$ cat src/rtl/nco_hop_sequencer_pkg.sv
`default_nettype none
// ============================================================================
//  Module      : nco_hop_sequencer_pkg
//  Description : Shared types, constants and the frequency-select step map
//                for the NCO hop sequencer.
//  Revision    : 1.0  initial release
// ============================================================================
package nco_hop_sequencer_pkg;

    localparam int PHASE_W = 10;   // shadow phase width, mirrors NCO counter
    localparam int SEL_W   = 3;    // NCO frequency_select width

    typedef enum logic [2:0] {
        ST_IDLE       = 3'd0,
        ST_PRIME      = 3'd1,
        ST_RUN        = 3'd2,
        ST_WAIT_ALIGN = 3'd3,
        ST_DONE       = 3'd4
    } state_t;

    // Phase increment the NCO applies per cycle for a given frequency_select.
    function automatic logic [PHASE_W-1:0] step(input logic [SEL_W-1:0] sel);
        logic [PHASE_W-1:0] s;
        case (sel)
            3'd1:    s = 10'd1;
            3'd2:    s = 10'd2;
            3'd3:    s = 10'd4;
            3'd4:    s = 10'd8;
            3'd5:    s = 10'd16;
            default: s = 10'd0;
        endcase
        return s;
    endfunction

endpackage
`default_nettype wire

$ cat src/rtl/nco_hop_sequencer_table.sv
`default_nettype none
// ============================================================================
//  Module      : nco_hop_sequencer_table
//  Description : DEPTH-entry hop table (frequency_select + dwell), one
//                synchronous write port and one asynchronous read port.
//                Contents have no reset so they survive a sequencer reset.
//  Revision    : 1.0  initial release
// ============================================================================
module nco_hop_sequencer_table
    import nco_hop_sequencer_pkg::*;
#(
    parameter int DEPTH   = 8,
    parameter int DWELL_W = 16
) (
    input  logic                       clk,
    input  logic                       we,
    input  logic [$clog2(DEPTH)-1:0]   waddr,
    input  logic [SEL_W-1:0]           wsel,
    input  logic [DWELL_W-1:0]         wdwell,
    input  logic [$clog2(DEPTH)-1:0]   raddr,
    output logic [SEL_W-1:0]           rsel,
    output logic [DWELL_W-1:0]         rdwell
);

    logic [SEL_W-1:0]   sel_mem_q   [DEPTH];
    logic [DWELL_W-1:0] dwell_mem_q [DEPTH];

    // Table write; no reset so programmed entries persist.
    always_ff @(posedge clk) begin
        if (we) begin
            sel_mem_q[waddr]   <= wsel;
            dwell_mem_q[waddr] <= wdwell;
        end
    end

    assign rsel   = sel_mem_q[raddr];
    assign rdwell = dwell_mem_q[raddr];

endmodule
`default_nettype wire

$ cat src/rtl/nco_hop_sequencer.sv
`default_nettype none
// ============================================================================
//  Module      : nco_hop_sequencer
//  Description : Plays a programmable (frequency_select, dwell) hop table
//                into a LUT NCO, with optional looping and optional hop
//                alignment to NCO phase zero via a shadow phase counter.
//  Revision    : 1.0  initial release
// ============================================================================
module nco_hop_sequencer
    import nco_hop_sequencer_pkg::*;
#(
    parameter int DEPTH   = 8,
    parameter int DWELL_W = 16,
    parameter int ALIGN   = 0
) (
    input  logic                       clk,
    input  logic                       reset,
    input  logic                       prog_we,
    input  logic [$clog2(DEPTH)-1:0]   prog_addr,
    input  logic [SEL_W-1:0]           prog_sel,
    input  logic [DWELL_W-1:0]         prog_dwell,
    input  logic [$clog2(DEPTH):0]     num_entries,
    input  logic                       loop_en,
    input  logic                       start,
    input  logic                       abort,
    output logic                       nco_reset,
    output logic [SEL_W-1:0]           frequency_select,
    output logic [$clog2(DEPTH)-1:0]   hop_index,
    output logic                       busy,
    output logic                       done
);

    localparam int             AW      = $clog2(DEPTH);
    localparam logic [AW:0]    C_ONE   = (AW+1)'(1);
    localparam logic [AW:0]    C_DEPTH = (AW+1)'(DEPTH);

    state_t               state_q, state_d;
    logic [AW-1:0]        hop_index_q, hop_index_d;
    logic [DWELL_W-1:0]   dwell_q, dwell_d;
    logic [PHASE_W-1:0]   shadow_q, shadow_d;
    logic [SEL_W-1:0]     frequency_select_q, frequency_select_d;
    logic                 nco_reset_q, nco_reset_d;
    logic                 busy_q, busy_d;
    logic                 done_q, done_d;
    logic [AW:0]          num_q, num_d;
    logic                 loop_q, loop_d;

    logic [AW-1:0]        next_index;
    logic                 is_last;
    logic [AW-1:0]        rd_addr;
    logic [SEL_W-1:0]     rd_sel;
    logic [DWELL_W-1:0]   rd_dwell;
    logic [DWELL_W-1:0]   dwell_load;
    logic [PHASE_W-1:0]   step_cur;
    logic                 align_ok;
    logic                 do_hop;

    // Table is locked while a sequence is playing.
    nco_hop_sequencer_table #(
        .DEPTH   (DEPTH),
        .DWELL_W (DWELL_W)
    ) u_table (
        .clk    (clk),
        .we     (prog_we && !busy_q),
        .waddr  (prog_addr),
        .wsel   (prog_sel),
        .wdwell (prog_dwell),
        .raddr  (rd_addr),
        .rsel   (rd_sel),
        .rdwell (rd_dwell)
    );

    // The read port always looks at the entry that would be loaded next:
    // entry 0 while priming, otherwise the successor of the current entry.
    assign is_last    = (({1'b0, hop_index_q} + C_ONE) == num_q);
    assign next_index = is_last ? '0 : hop_index_q + AW'(1);
    assign rd_addr    = (state_q == ST_PRIME) ? '0 : next_index;
    assign dwell_load = (rd_dwell == '0) ? DWELL_W'(1) : rd_dwell;

    // Next-state, dwell, shadow phase and registered-output computation.
    always_comb begin
        state_d            = state_q;
        hop_index_d        = hop_index_q;
        dwell_d            = dwell_q;
        frequency_select_d = frequency_select_q;
        nco_reset_d        = 1'b0;
        done_d             = 1'b0;
        num_d              = num_q;
        loop_d             = loop_q;
        do_hop             = 1'b0;
        step_cur           = step(frequency_select_q);
        shadow_d           = nco_reset_q ? '0 : shadow_q + step_cur;
        // A held NCO (step 0) never reaches phase 0 again, so hop anyway.
        align_ok           = (shadow_d == '0) || (step_cur == '0);

        case (state_q)
            ST_IDLE: begin
                frequency_select_d = '0;
                if (start && (num_entries != '0) && (num_entries <= C_DEPTH)) begin
                    state_d     = ST_PRIME;
                    nco_reset_d = 1'b1;
                    num_d       = num_entries;
                    loop_d      = loop_en;
                end
            end
            ST_PRIME: begin
                state_d            = ST_RUN;
                hop_index_d        = '0;
                dwell_d            = dwell_load;
                frequency_select_d = rd_sel;
            end
            ST_RUN: begin
                if (dwell_q > DWELL_W'(1)) begin
                    dwell_d = dwell_q - DWELL_W'(1);
                end else if (is_last && !loop_q) begin
                    state_d            = ST_DONE;
                    frequency_select_d = '0;
                    done_d             = 1'b1;
                end else if ((ALIGN == 0) || align_ok) begin
                    do_hop = 1'b1;
                end else begin
                    state_d = ST_WAIT_ALIGN;
                end
            end
            ST_WAIT_ALIGN: begin
                if (align_ok) begin
                    do_hop = 1'b1;
                end
            end
            ST_DONE: begin
                state_d            = ST_IDLE;
                frequency_select_d = '0;
            end
            default: begin
                state_d            = ST_IDLE;
                frequency_select_d = '0;
            end
        endcase

        if (do_hop) begin
            state_d            = ST_RUN;
            hop_index_d        = next_index;
            dwell_d            = dwell_load;
            frequency_select_d = rd_sel;
        end

        if (abort) begin
            state_d            = ST_IDLE;
            frequency_select_d = '0;
            nco_reset_d        = 1'b0;
            done_d             = 1'b0;
        end

        busy_d = (state_d == ST_PRIME) || (state_d == ST_RUN) ||
                 (state_d == ST_WAIT_ALIGN);
    end

    // State, counters and registered outputs.
    always_ff @(posedge clk) begin
        if (reset) begin
            state_q            <= ST_IDLE;
            hop_index_q        <= '0;
            dwell_q            <= '0;
            shadow_q           <= '0;
            frequency_select_q <= '0;
            nco_reset_q        <= 1'b0;
            busy_q             <= 1'b0;
            done_q             <= 1'b0;
            num_q              <= '0;
            loop_q             <= 1'b0;
        end else begin
            state_q            <= state_d;
            hop_index_q        <= hop_index_d;
            dwell_q            <= dwell_d;
            shadow_q           <= shadow_d;
            frequency_select_q <= frequency_select_d;
            nco_reset_q        <= nco_reset_d;
            busy_q             <= busy_d;
            done_q             <= done_d;
            num_q              <= num_d;
            loop_q             <= loop_d;
        end
    end

    assign nco_reset        = nco_reset_q;
    assign frequency_select = frequency_select_q;
    assign hop_index        = hop_index_q;
    assign busy             = busy_q;
    assign done             = done_q;

endmodule
`default_nettype wire

$ cat config.mk
export PLATFORM = sky130hd
export DESIGN_NAME = nco_hop_sequencer
export DESIGN_NICKNAME = d
export VERILOG_FILES = /design/src/rtl/nco_hop_sequencer_pkg.sv /design/src/rtl/nco_hop_sequencer_table.sv /design/src/rtl/nco_hop_sequencer.sv
export SDC_FILE = /design/constraint.sdc
export NUM_CORES = 1
export LEC_CHECK = 0
export ABC_AREA = 1
export CORE_UTILIZATION = 60
export DETAILED_ROUTE_END_ITERATION = 12
export GPL_TIMING_DRIVEN = 0
export PLACE_DENSITY = 0.79
export SYNTH_ARGS = -nofsm -noshare
export SYNTH_HDL_FRONTEND = slang
export SYNTH_SLANG_ARGS = --single-unit
$ cat constraint.sdc
create_clock -name clk -period 2.95 [get_ports clk]
set_input_delay 0.295 -clock clk [delete_from_list [all_inputs] [get_ports clk]]
set_output_delay 0.295 -clock clk [all_outputs]
set_load 0.05 [all_outputs]
* Word level (Yosys, flattened, before mapping)
Memories as Yosys holds them, arrays and structs flattened.
Cells that the tools add are included.
** Word-level totals
- Bits in registers :: 43
- Memory bits (writable) :: 152
- Input bits :: 32
- Output and inout port bits :: 9
- Word-level logic and storage cells :: 86
- Memories kept :: 2
** Cells by class
- Add/subtract/negate cells :: 4
- $lt $le $gt $ge :: 2
- Equality and inequality tests :: 16
- Muxes and demuxes :: 28
- Bitwise operators :: 2
- Reduce and logical (&&, ||, !) cells :: 22
** Memories
- u_table.dwell_mem_q :: words 8, bits a word 16, rd ports 1, clocked after memory_dff 0, write ports 1, RTL line nco_hop_sequencer_table.sv:26 : logic [DWELL_W-1:0] dwell_mem_q [DEPTH];
- u_table.sel_mem_q :: words 8, bits a word 3, rd ports 1, clocked after memory_dff 0, write ports 1, RTL line nco_hop_sequencer_table.sv:25 : logic [SEL_W-1:0] sel_mem_q [DEPTH];
** Operators with widths (count)
- $mux 16 :: 3
- $mux 3 :: 12
- $pmux 16 s2 :: 1
- $pmux 5 s5 :: 1
- $logic_not 10->1 :: 2
- $eq 3x2->1 const B :: 6
- $gt 16x1->1 const B :: 1
- $logic_not 16->1 :: 1
- $sub 16x1->16 const B :: 1
- $pmux 3 s4 :: 1
- $add 10x10->10 :: 1
- $mux 10 :: 1
- $eq 3x1->1 const B :: 3
- $ne 3x3->1 const B :: 3
- $pmux 3 s3 :: 1
- $mux 1 :: 7
- $eq 3x3->1 const B :: 2
- $add 3x1->4 const B :: 1
- $eq 4x4->1 :: 1
- $le 4x4->1 const B :: 1
- $logic_and 1x1->1 :: 4
- $reduce_and 2->1 :: 2
- $reduce_bool 4->1 :: 1
- $reduce_or 4->1 :: 1
- 12 further kinds :: 16

* Depth between registers and ports, before layout
Gate-level depths: netlist (run 1).
- Word-level depth :: 13
- Gate-level depth with buffers :: 25

* Modules after synthesis
A second synthesis (run 1) with hierarchy kept.
** Second synthesis, totals
- Cell total of the unflattened synthesis :: 1123
- Area, all modules :: 9593.0 um^2
** Modules (own cells, without submodules)
- nco_hop_sequencer_table :: times used 1, cells each 675, area an instance 6697.7 um^2
- nco_hop_sequencer :: times used 1, cells each 448, area an instance 2895.3 um^2

* Worst setup path after synthesis (run 1)
No wires, ideal clock.
- Path kind :: reg2reg
- From :: register frequency_select_q[0] (netlist: frequency_select[0])
- To :: register frequency_select_q[1] (netlist: frequency_select[1])
- Arrival time :: 2944 ps
- Data required time :: 2832 ps
- Setup slack :: -111 ps
- Stages on the path, launching flop included :: 23
- Clock period less this slack :: 3061 ps
- Path through :: dfxtp_1 nand2_1 nor2_1 ha_1 inv_1 fa_1 inv_1 nand3_1 nand2_1 nand2_1 a21oi_1 nand2_1 a21oi_1 inv_1 nand3_1 nand2_1 nand2_1 nand2_1 buf_4 nor2_1 inv_2 nand2_1 a21oi_1
** On the way
- Word-level cells in the longest chain between the ends :: 10
- Elaborated cells on any way between the ends :: 18
- Classes of those cells :: add/sub: 1; eq/ne: 8; mux: 5; reduce/logical: 4
** RTL lines
- start: declaration :: RTL line nco_hop_sequencer.sv:41 : logic [SEL_W-1:0] frequency_select_q, frequency_select_d;
- start signal: assignment :: RTL line nco_hop_sequencer.sv:176 : frequency_select_q <= frequency_select_d;
- $eq 3x3->1, or another cell as far along :: RTL line nco_hop_sequencer_pkg.sv:24 : case (sel)
- $pmux 5 s5 (*) :: RTL line nco_hop_sequencer_pkg.sv:24
- $add 10x10->10 :: RTL line nco_hop_sequencer.sv:92 : shadow_d = nco_reset_q ? '0 : shadow_q + step_cur;
- $mux 10 :: RTL line nco_hop_sequencer.sv:92
- $logic_not 10->1 :: RTL line nco_hop_sequencer.sv:94 : align_ok = (shadow_d == '0) || (step_cur == '0);
- $logic_or 1x1->1 (*) :: RTL line nco_hop_sequencer.sv:94
- $mux 1 (*) :: RTL line nco_hop_sequencer.sv:126 : if (align_ok) begin
- $pmux 1 s2 (*) :: RTL line nco_hop_sequencer.sv:96 : case (state_q)
- $ne 3x3->1 (no source line) / $ne 2x2->1 (equally long branches)
- $reduce_and 3->1 (no source line)
Mark *: on every way between the ends. The rest lies on a longest branch, timed or not.
A chain may end at the register's enable or synchronous reset.

* Final worst setup path (run 1)
- From :: register frequency_select_q[2] (netlist: frequency_select[2])
- To :: register frequency_select_q[2] (netlist: frequency_select[2])
Same word-level chain as after synthesis.

==> metrics.cfg, run 1 <==
[clock_tree]
insertion_delay_ns = 0.45
cts_max_level = 4
cts_root_buf = clkbuf_16
clkSinkCount = 195
clkTransAtPathRegs_ns = 0.07
cts_tree = done
clock_path_buffers = 2
hold_buffers = 0
cts_buffers = 17

[placement]
gp_congestion = 0.899
dpl-instance-area_um2 = 10400
post-dp-hpwl_um = 16400
dpl_worst_slack_ns = -0.189
dp_cells = 1355
port_buffers = 39

[drt]
drc = 0
vias = 8127
dr.pass1.iters = 6
wl_per_cell_um = 18.2
drt_iter0_markers = 1052
viasPerCell = 5.80
routed_wirelength_um = 25600
antenna_left = 0

[timing]
final_max_slew_viol_count = 0
whs_ns = 0.338
setup-tns-final_ns = 0
finClkSkew_ns = 0.00994
setup_ws_ns = 0.107
rsz0062_at_grt = yes
timing.final.crit_period_ns = 2.84
hold_violations = 0
setup_viol = 0
worst_pin_slew_ns = 0.778
fin_crit_sh_pct = 96.4
relSlewSlack_pct = 48.1
fmax_ghz = 0.352

[worst_setup_path]
end_kind = flip-flop
rr_endpoint = frequency_select[2]$_SDFFE_PP0P_
worstReg2RegStart = frequency_select[2]$_SDFFE_PP0P_
arrival_ns = 3.22
critPathKind = flip-flop to flip-flop
slowest_delay_ns = 0.33
path_cells = inv_2 -> nand2_2 -> nor2_2 -> ha_2 -> inv_2 -> fa_2 -> inv_2 -> nand3_2 -> nand2_2 -> nand2_2 -> a21oi_2 -> nor2_1 -> o21ai_1 -> nand2_1 -> nor2_1 -> nand3_1 -> nand2_1 -> nand2_2 -> nand2_4 -> buf_6 -> nor2_2 -> inv_2 -> nand2_2 -> a21oi_2
path_common_cell = nand2_2
cp_slowest_cell = dfxtp_2
r2r_slack_ns = 0.11
critPathRequiredTime_ns = 3.32
critical_path.max_fanout = 5
cp-startpoint = frequency_select[2]$_SDFFE_PP0P_
r2r.worst_path.cells = 24
cp-start-kind = flip-flop

[yosys]
ys_warn_count = 0
syn_nets = 1138
synth_area_per_cell_um2 = 8.70
yosysTopAreaCellShare_pct = 47.8
synth_area_um2 = 9540
yosysSeqAreaShare_pct = 56.9
ys_types = 40
ys_ff_latch = 195
yosysTopAreaCell = edfxtp_1
yosys-top-cells-area = edfxtp_1 48%, nand2_1 13%, dfxtp_1 9.0%
netlist_instances = 1097

[final_layout]
final_cell_mix = 298 x nand2_1, 167 x inv_1, 152 x edfxtp_1
drive_above_1_share_pct = 15.0
final_cells = 1402
nets = 1219
diodes = 0
final_cell_area_um2 = 11400
final_core_util_pct = 74.0
syn_to_final_growth_pct = 19.3
num-fill-cells = 1038
mostFrequentLayoutCell = nand2_1

[floorplan]
num_rows = 45
ios = 41
dieArea_um2 = 16400
initial_utilization_pct = 62.1
core_um2 = 15400
die_y_um = 128
die_w_um = 128

[grt]
grt_max_degree = 20
grt-ovfl-total = 0
antenna_found_initial = 0
track_usage_pct = 31.3
grt_pass1_wl_um = 38200
grt_pass1_vias = 7571

[min_path]
hp-class = input port to flip-flop
holdPathStages = 2
min_from = reset
min_to = state_q[2]$_SDFF_PP0_

[power]
peakVddDrop_uv = 742
power.total_mw = 6.03
p_leak_nw = 4.83
powerDensity_nw_per_um2 = 530

[outcome]
status = finished clean

[run]
maxCapViolations = 0

-- cell usage after synthesis --
cell,count
o21ai_0,16
o211ai_1,3
buf_1,5
nor3_1,9
nand3b_1,2
or4_1,1
nand2_1,323
dfxtp_1,43
clkinv_1,2
inv_2,9
nand3_4,1
a31oi_1,1
or2_1,1
buf_4,10
ha_1,8
or2_2,1
inv_1,170
o22ai_1,6
buf_6,1
o21ai_1,11
buf_2,21
o31ai_1,1
nor2_1,63
a32o_1,2
and2_1,1
fa_1,1
nand4_1,62
nand3_2,2
a21oi_1,43
nor4_2,1
xnor2_1,2
o2111ai_1,4
nand3_1,87
xor2_1,10
a211oi_1,1
nand2_2,1
nor3_4,1
nor2_2,4
clkbuf_1,15
edfxtp_1,152
-- routing by layer --
metal  wire length, um  track usage [%]  part of all wire (%)  up-vias
met2             12600             52.5                    49      501
met5                 0                0                     0        -
met3              2450             7.26                   9.6      106
li1                  -                -                     -     3764
met1              9460             38.5                    37     3756
met4              1020             14.9                   4.0        0
-- final cells by class --
type / instances / area, um^2 / share of cell area (%)
Clock inverter: 14 / 134 / 1.18
Clock buffer: 18 / 429 / 3.77
Multi-Input combinational cell: 669 / 3390 / 29.8
Buffer: 52 / 334 / 2.94
Inverter: 181 / 694 / 6.10
Sequential cell: 195 / 5440 / 47.8
Tap cell: 211 / 264 / 2.32
Timing Repair Buffer: 62 / 699 / 6.15
-- logic make-up after synthesis --
family	count (synthesis)	share of synthesized area, %
flip-flops	195	56.9
AND/OR/NAND/NOR	560	25.7
XOR/XNOR	12	1.10
buffers and inverters	233	9.92
AO/OA/AOI/OAI	88	5.10
adder cells (fa/ha/maj)	9	1.26
-- power breakdown --
group          internal, mW  switching (mW)  leakage, nW
Clock                  1.12            1.10        0.274
Combinational         0.263           0.503         2.82
Sequential             3.02          0.0259         1.73
-- worst max-delay path, delay by kind of cell (launching register included) --
| family | cells | cell delay, ns |
|---|---|---|
| AOI/OAI and AO/OA | 3 | 0.37 |
| adders and majority gates | 2 | 0.51 |
| buffers and inverters | 5 | 0.45 |
| DFF | 1 | 0.33 |
| and+or+nand+nor | 14 | 1.10 |
-- registers in the layout (all words and copies together) (netlist names) --
signal               count
dwell_q                 16
shadow_q                10
nco_reset                1
num_q                    4
loop_q                   1
busy                     1
u_table.dwell_mem_q    128
done                     1
hop_index                3
frequency_select         3
u_table.sel_mem_q       24
state_q                  3
-- worst max path at each step --
| stage | cells past startpoint | slack (ns) | endpoint |
|---|---|---|---|
| floorplan | 21 | 0.03 | frequency_select[1]$_SDFFE_PP0P_ |
| global placement | 5 | -0.19 | u_table.dwell_mem_q[0][12]$_DFFE_PP_ |
| detailed placement | 22 | -0.19 | busy$_SDFF_PP0_ |
| CTS | 23 | 0.007 | busy$_SDFF_PP0_ |
| global route | 25 | -0.1 | dwell_q[14]$_SDFFE_PP0P_ |
| finish | 24 | 0.11 | frequency_select[2]$_SDFFE_PP0P_ |
-- what timing repair did --
| item | CTS | global route |
|---|---|---|
| setup buffers | 3 | 9 |
| cloned | 0 | 3 |
| endpoints found under the setup margin | 21 | 24 |
| pin swaps | 7 | 22 |
| gates resized for setup | 23 | 93 |
Power figures use the tool's default switching activity.
==> run 2: changes to the inputs <==
Settings changed: CORE_MARGIN set to 3, DONT_BUFFER_PORTS set to 1, PLACE_DENSITY 0.79 to 0.76.
==> metrics.cfg, run 2 (synthesized netlist as in run 1, its figures left out) <==
[clock_tree]
clock_path_buffers = 2
cts_buffers = 17
cts_max_level = 4
clkTransAtPathRegs_ns = 0.07
cts_root_buf = clkbuf_16
insertion_delay_ns = 0.44
cts_tree = done
clkSinkCount = 195

[timing]
fmax_ghz = 0.322
hold_violations = 0
fin_crit_sh_pct = 105
rsz0062_at_grt = yes
worst_pin_slew_ns = 0.773
final_max_slew_viol_count = 0
timing.final.crit_period_ns = 3.10
setup_viol = 24
finClkSkew_ns = 0.0157
whs_ns = 0.0581
relSlewSlack_pct = 48.4
setup_ws_ns = -0.153

[floorplan]
num_rows = 45
die_w_um = 132
initial_utilization_pct = 62.1
dieArea_um2 = 17400
die_y_um = 132
ios = 41
core_um2 = 15400

[final_layout]
final_core_util_pct = 73.2
num-fill-cells = 1043
nets = 1209
final_cell_mix = 303 x nand2_1, 167 x inv_1, 152 x edfxtp_1
final_cell_area_um2 = 11300
syn_to_final_growth_pct = 18.0
reg_top3 = u_table.dwell_mem_q x128, u_table.sel_mem_q x24, dwell_q x16
drive_above_1_share_pct = 15.2
largest_reg_flops = 128
regMostFlops = u_table.dwell_mem_q
final_cells = 1392
mostFrequentLayoutCell = nand2_1

[min_path]
holdPathStages = 2
min_from = num_entries[2]
hp-class = input port to flip-flop
min_to = num_q[2]$_SDFFE_PP0P_

[worst_setup_path]
critical_path.max_fanout = 8
cp_top_family = buffers and inverters
arrival_ns = 3.47
r2r_slack_ns = -0.15
crit_buf_inv = 15
r2r.worst_path.cells = 24
cp-start-kind = flip-flop
critPathRequiredTime_ns = 3.31
path_common_cell = buf_4
critPathKind = flip-flop to flip-flop
cp_slowest_cell = dfxtp_4
end_kind = flip-flop
path_cells = inv_4 -> nand2_4 -> buf_4 -> buf_4 -> buf_4 -> buf_4 -> buf_4 -> buf_4 -> buf_4 -> buf_4 -> buf_4 -> buf_4 -> buf_4 -> buf_4 -> nand3_1 -> nand2_1 -> nand2_2 -> nand2_4 -> inv_8 -> clkbuf_16 -> nand2_2 -> nand2_1 -> nand2_1 -> a21oi_2
slowest_delay_ns = 0.41
worstReg2RegStart = frequency_select[2]$_SDFFE_PP0P_
rr_endpoint = dwell_q[5]$_SDFFE_PP0P_

[drt]
wl_per_cell_um = 17.9
wl_met1_um = 9610
antenna_left = 0
wl_met3_um = 2290
vias = 7970
dr_wl_met2_um = 12300
viasPerCell = 5.73
dr.pass1.iters = 5
routed_wirelength_um = 24900
drt_iter0_markers = 823
top_layer = met4
drc = 0

[placement]
dpl_worst_slack_ns = -0.474
post-dp-hpwl_um = 15800
port_buffers = 0
dpl-instance-area_um2 = 9960
dp_cells = 1316
gp_congestion = 0.880

[grt]
grt_max_degree = 19
antenna_found_initial = 1
grt_pass1_vias = 7584
grt_pass1_wl_um = 38400
grt-ovfl-total = 0
track_usage_pct = 28.1

[outcome]
status = complete, but fails checks
violations = negative setup slack

[run]
maxCapViolations = 0

[power]
peakVddDrop_uv = 594
p_leak_nw = 4.81
powerDensity_nw_per_um2 = 543

run 2: worst max-delay path by stage:
stage	startpoint	to	slack, ns	depth (start not counted)
after floorplan	frequency_select[2]$_SDFFE_PP0P_	frequency_select[1]$_SDFFE_PP0P_	0.03	21
after global placement	frequency_select[2]$_SDFFE_PP0P_	busy$_SDFF_PP0_	-0.44	20
after detailed placement	frequency_select[2]$_SDFFE_PP0P_	busy$_SDFF_PP0_	-0.47	20
after CTS	frequency_select[0]$_SDFFE_PP0P_	busy$_SDFF_PP0_	0.006	21
after global routing	frequency_select[2]$_SDFFE_PP0P_	dwell_q[5]$_SDFFE_PP0P_	-0.33	25
final	frequency_select[2]$_SDFFE_PP0P_	dwell_q[5]$_SDFFE_PP0P_	-0.15	24
run 2: power breakdown:
group	total (mW)	internal (mW)	switching [mW]
Combinational	0.716	0.236	0.480
Sequential	3.04	3.01	0.0313
Clock	2.35	1.28	1.08
run 2: metrics by stage:
step / total power, mW / setup TNS [ns]
floorplan: 3.54 / 0
global placement: 3.69 / -7.88
detailed placement: 3.71 / -8.78
CTS: 6.06 / 0
global route: 6.29 / -5.97
finish: 6.11 / -2.48
run 2: worst reg2reg max path: stages, from the launching register on:
cell and delay [ns]:
dfxtp_4 0.41, inv_4 0.10, nand2_4 0.06, buf_4 0.14, buf_4 0.12, buf_4 0.12, buf_4 0.13, buf_4 0.12
buf_4 0.12, buf_4 0.12, buf_4 0.13, buf_4 0.13, buf_4 0.12, buf_4 0.12, buf_4 0.12, nand3_1 0.11
nand2_1 0.09, nand2_2 0.11, nand2_4 0.10, inv_8 0.10, clkbuf_16 0.15, nand2_2 0.05, nand2_1 0.06, nand2_1 0.08
a21oi_2 0.11
run 2: layout make-up:
class / count / area [um^2] / share of cell area, %
antenna: 1 / 2.50 / 0.0222
buffer: 52 / 315 / 2.80
clock buffer: 17 / 425 / 3.78
clock inverter: 14 / 166 / 1.48
inverter: 181 / 694 / 6.17
multi-input combinational: 669 / 3390 / 30.1
sequential: 195 / 5450 / 48.4
tap: 211 / 264 / 2.35
timing repair buffer: 52 / 553 / 4.91
run 2: per-layer routing:
layer | track usage (%) | vias up
li1 | - | 3744
met1 | 35.3 | 3742
met2 | 46.0 | 420
met3 | 7.18 | 64
met4 | 13.2 | 0
met5 | 0 | -
run 2: repair_timing:
item | in CTS | in global routing
setup buffers | 16 | 4
cloned | 0 | 2
hold endpoints to repair | 156 | 0
pin swaps | 9 | 23
endpoints found under the setup margin | 24 | 24
resized for setup | 36 | 59
hold buffers | 22 | 0
==> run 3: changes to the inputs <==
Settings changed: DONT_BUFFER_PORTS 1 to not set, HOLD_SLACK_MARGIN set to 0.1, PLACE_DENSITY 0.76 to 0.79.
==> metrics.cfg, run 3 (synthesized netlist as in run 1, its figures left out) <==
[grt]
grt-ovfl-total = 0
grt_max_degree = 19
grt_pass1_vias = 7432
track_usage_pct = 28.1
antenna_found_initial = 0
grt_pass1_wl_um = 38600

[placement]
gp_congestion = 0.894
post-dp-hpwl_um = 16200
dpl-instance-area_um2 = 10400
port_buffers = 39

[floorplan]
core_um2 = 15400
die_y_um = 132
num_rows = 45
initial_utilization_pct = 62.1
ios = 41
dieArea_um2 = 17400
die_w_um = 132

[power]
p_sw_share_pct = 27.1
p_leak_nw = 4.85
switching_power_mw = 1.64
peakVddDrop_uv = 474
p_clk_share_pct = 36.6
p_seq_share_pct = 50.3
power.total_mw = 6.05
power_frac_comb_pct = 13.1
p_int_mw = 4.41
powerDensity_nw_per_um2 = 525

[worst_setup_path]
critPathRequiredTime_ns = 3.25
critical_path.max_fanout = 6
end_kind = flip-flop
critPathKind = flip-flop to flip-flop
cp-start-kind = flip-flop
arrival_ns = 3.23

[min_path]
hp-class = input port to flip-flop

[drt]
viasPerCell = 5.81
drt_iter0_markers = 873
routed_wirelength_um = 25400
vias = 8130
dr.pass1.iters = 7
wl_per_cell_um = 18.2
antenna_left = 0
drc = 0

[timing]
final_max_slew_viol_count = 0
fin_crit_sh_pct = 99.3
setup_viol = 0
timing.final.crit_period_ns = 2.93
rsz0062_at_grt = yes
whs_ns = 0.310
worst_pin_slew_ns = 0.824
hold_violations = 0
finClkSkew_ns = 0.0124
relSlewSlack_pct = 45.0
fmax_ghz = 0.341

[final_layout]
mostFrequentLayoutCell = nand2_1
final_cell_mix = 288 x nand2_1, 167 x inv_1, 152 x edfxtp_1
reg_top3 = u_table.dwell_mem_q x128, u_table.sel_mem_q x24, dwell_q x16
nets = 1216
num-fill-cells = 1001
syn_to_final_growth_pct = 20.6
diodes = 0
final_cell_area_um2 = 11500
drive_above_1_share_pct = 16.4
regMostFlops = u_table.dwell_mem_q
largest_reg_flops = 128

[clock_tree]
clock_path_buffers = 2
insertion_delay_ns = 0.44
cts_tree = done
cts_max_level = 4
cts_buffers = 17
cts_root_buf = clkbuf_16
clkTransAtPathRegs_ns = 0.07
clkSinkCount = 195
hold_buffers = 0

[run]
maxCapViolations = 0

[outcome]
status = finished clean

==> run 3: worst paths after layout <==
kind	slack, ns	cells after the start	endpoint	startpoint
worst max register to register	0.02	24	dwell_q[12]$_SDFFE_PP0P_	frequency_select[0]$_SDFFE_PP0P_
worst min-delay path	0.31	2	done$_SDFF_PP0_	reset
worst max-delay path	0.02	24	dwell_q[12]$_SDFFE_PP0P_	frequency_select[0]$_SDFFE_PP0P_
worst min register to register	0.48	2	dwell_q[1]$_SDFFE_PP0P_	dwell_q[1]$_SDFFE_PP0P_
==> run 3: layout make-up <==
class,instances,area (um^2),area share (%)
clock buffers,19,433,3.76
multi-input cells,669,3490,30.4
plain buffers,52,372,3.23
flip-flops and latches,195,5440,47.2
inverters,181,694,6.03
clock inverters,13,115,1.00
repair buffers,59,698,6.07
well taps,211,264,2.29
==> run 3: stage by stage <==
step | setup TNS, ns | util, % | std cells | setup slack [ns]
global route | -2.81 | 74.9 | 1399 | -0.176
CTS | 0 | 71.4 | 1390 | 0.00460
global placement | -19.87 | 66.3 | 1347 | -0.210
finish | 0 | 74.9 | 1399 | 0.0214
floorplan | 0 | - | 1097 | 0.0313
detailed placement | -2.00 | 67.4 | 1355 | -0.181
==> run 3: power groups by stage <==
stage               Clock [mW]  Sequential [mW]  Combinational, mW
global placement             0             3.10              0.651
detailed placement           0             3.10              0.678
floorplan                    0             3.10              0.437
CTS                       2.19             3.04              0.692
global route              2.30             3.05              0.863
finish                    2.21             3.04              0.792
==> run 3: worst max-delay path, stage by stage, from the launching register on <==
cell and delay [ns]:
dfxtp_4 0.38, nand2_2 0.07, nor2_2 0.10, ha_2 0.19, inv_2 0.04, fa_2 0.33, inv_2 0.07, nand3_2 0.07
nand2_2 0.09, nand2_2 0.07, a21oi_2 0.17, nor2_1 0.05, o21ai_1 0.11, nand2_1 0.09, nor2_2 0.10, nand3_1 0.08
nand2_1 0.09, nand2_2 0.08, nand2_4 0.16, inv_8 0.06, clkbuf_16 0.16, nand2_1 0.05, nand2_1 0.05, nand2_1 0.08
a21oi_2 0.07
==> run 3: timing repair <==
action                                  in CTS  in global routing
endpoints found under the setup margin      19                 24
buffers inserted                             3                  6
resized for setup                           18                133
pin swaps                                    1                 27
gates cloned                                 0                  3
==> run 3: layer usage <==
layer  vias up  wire length [um]  GRT usage (%)
li1       3761                 -              -
met1      3789              9620           36.8
met2       504             12500           46.6
met3        76              2560           5.95
met4         0               726           10.3
met5         -                 0              0
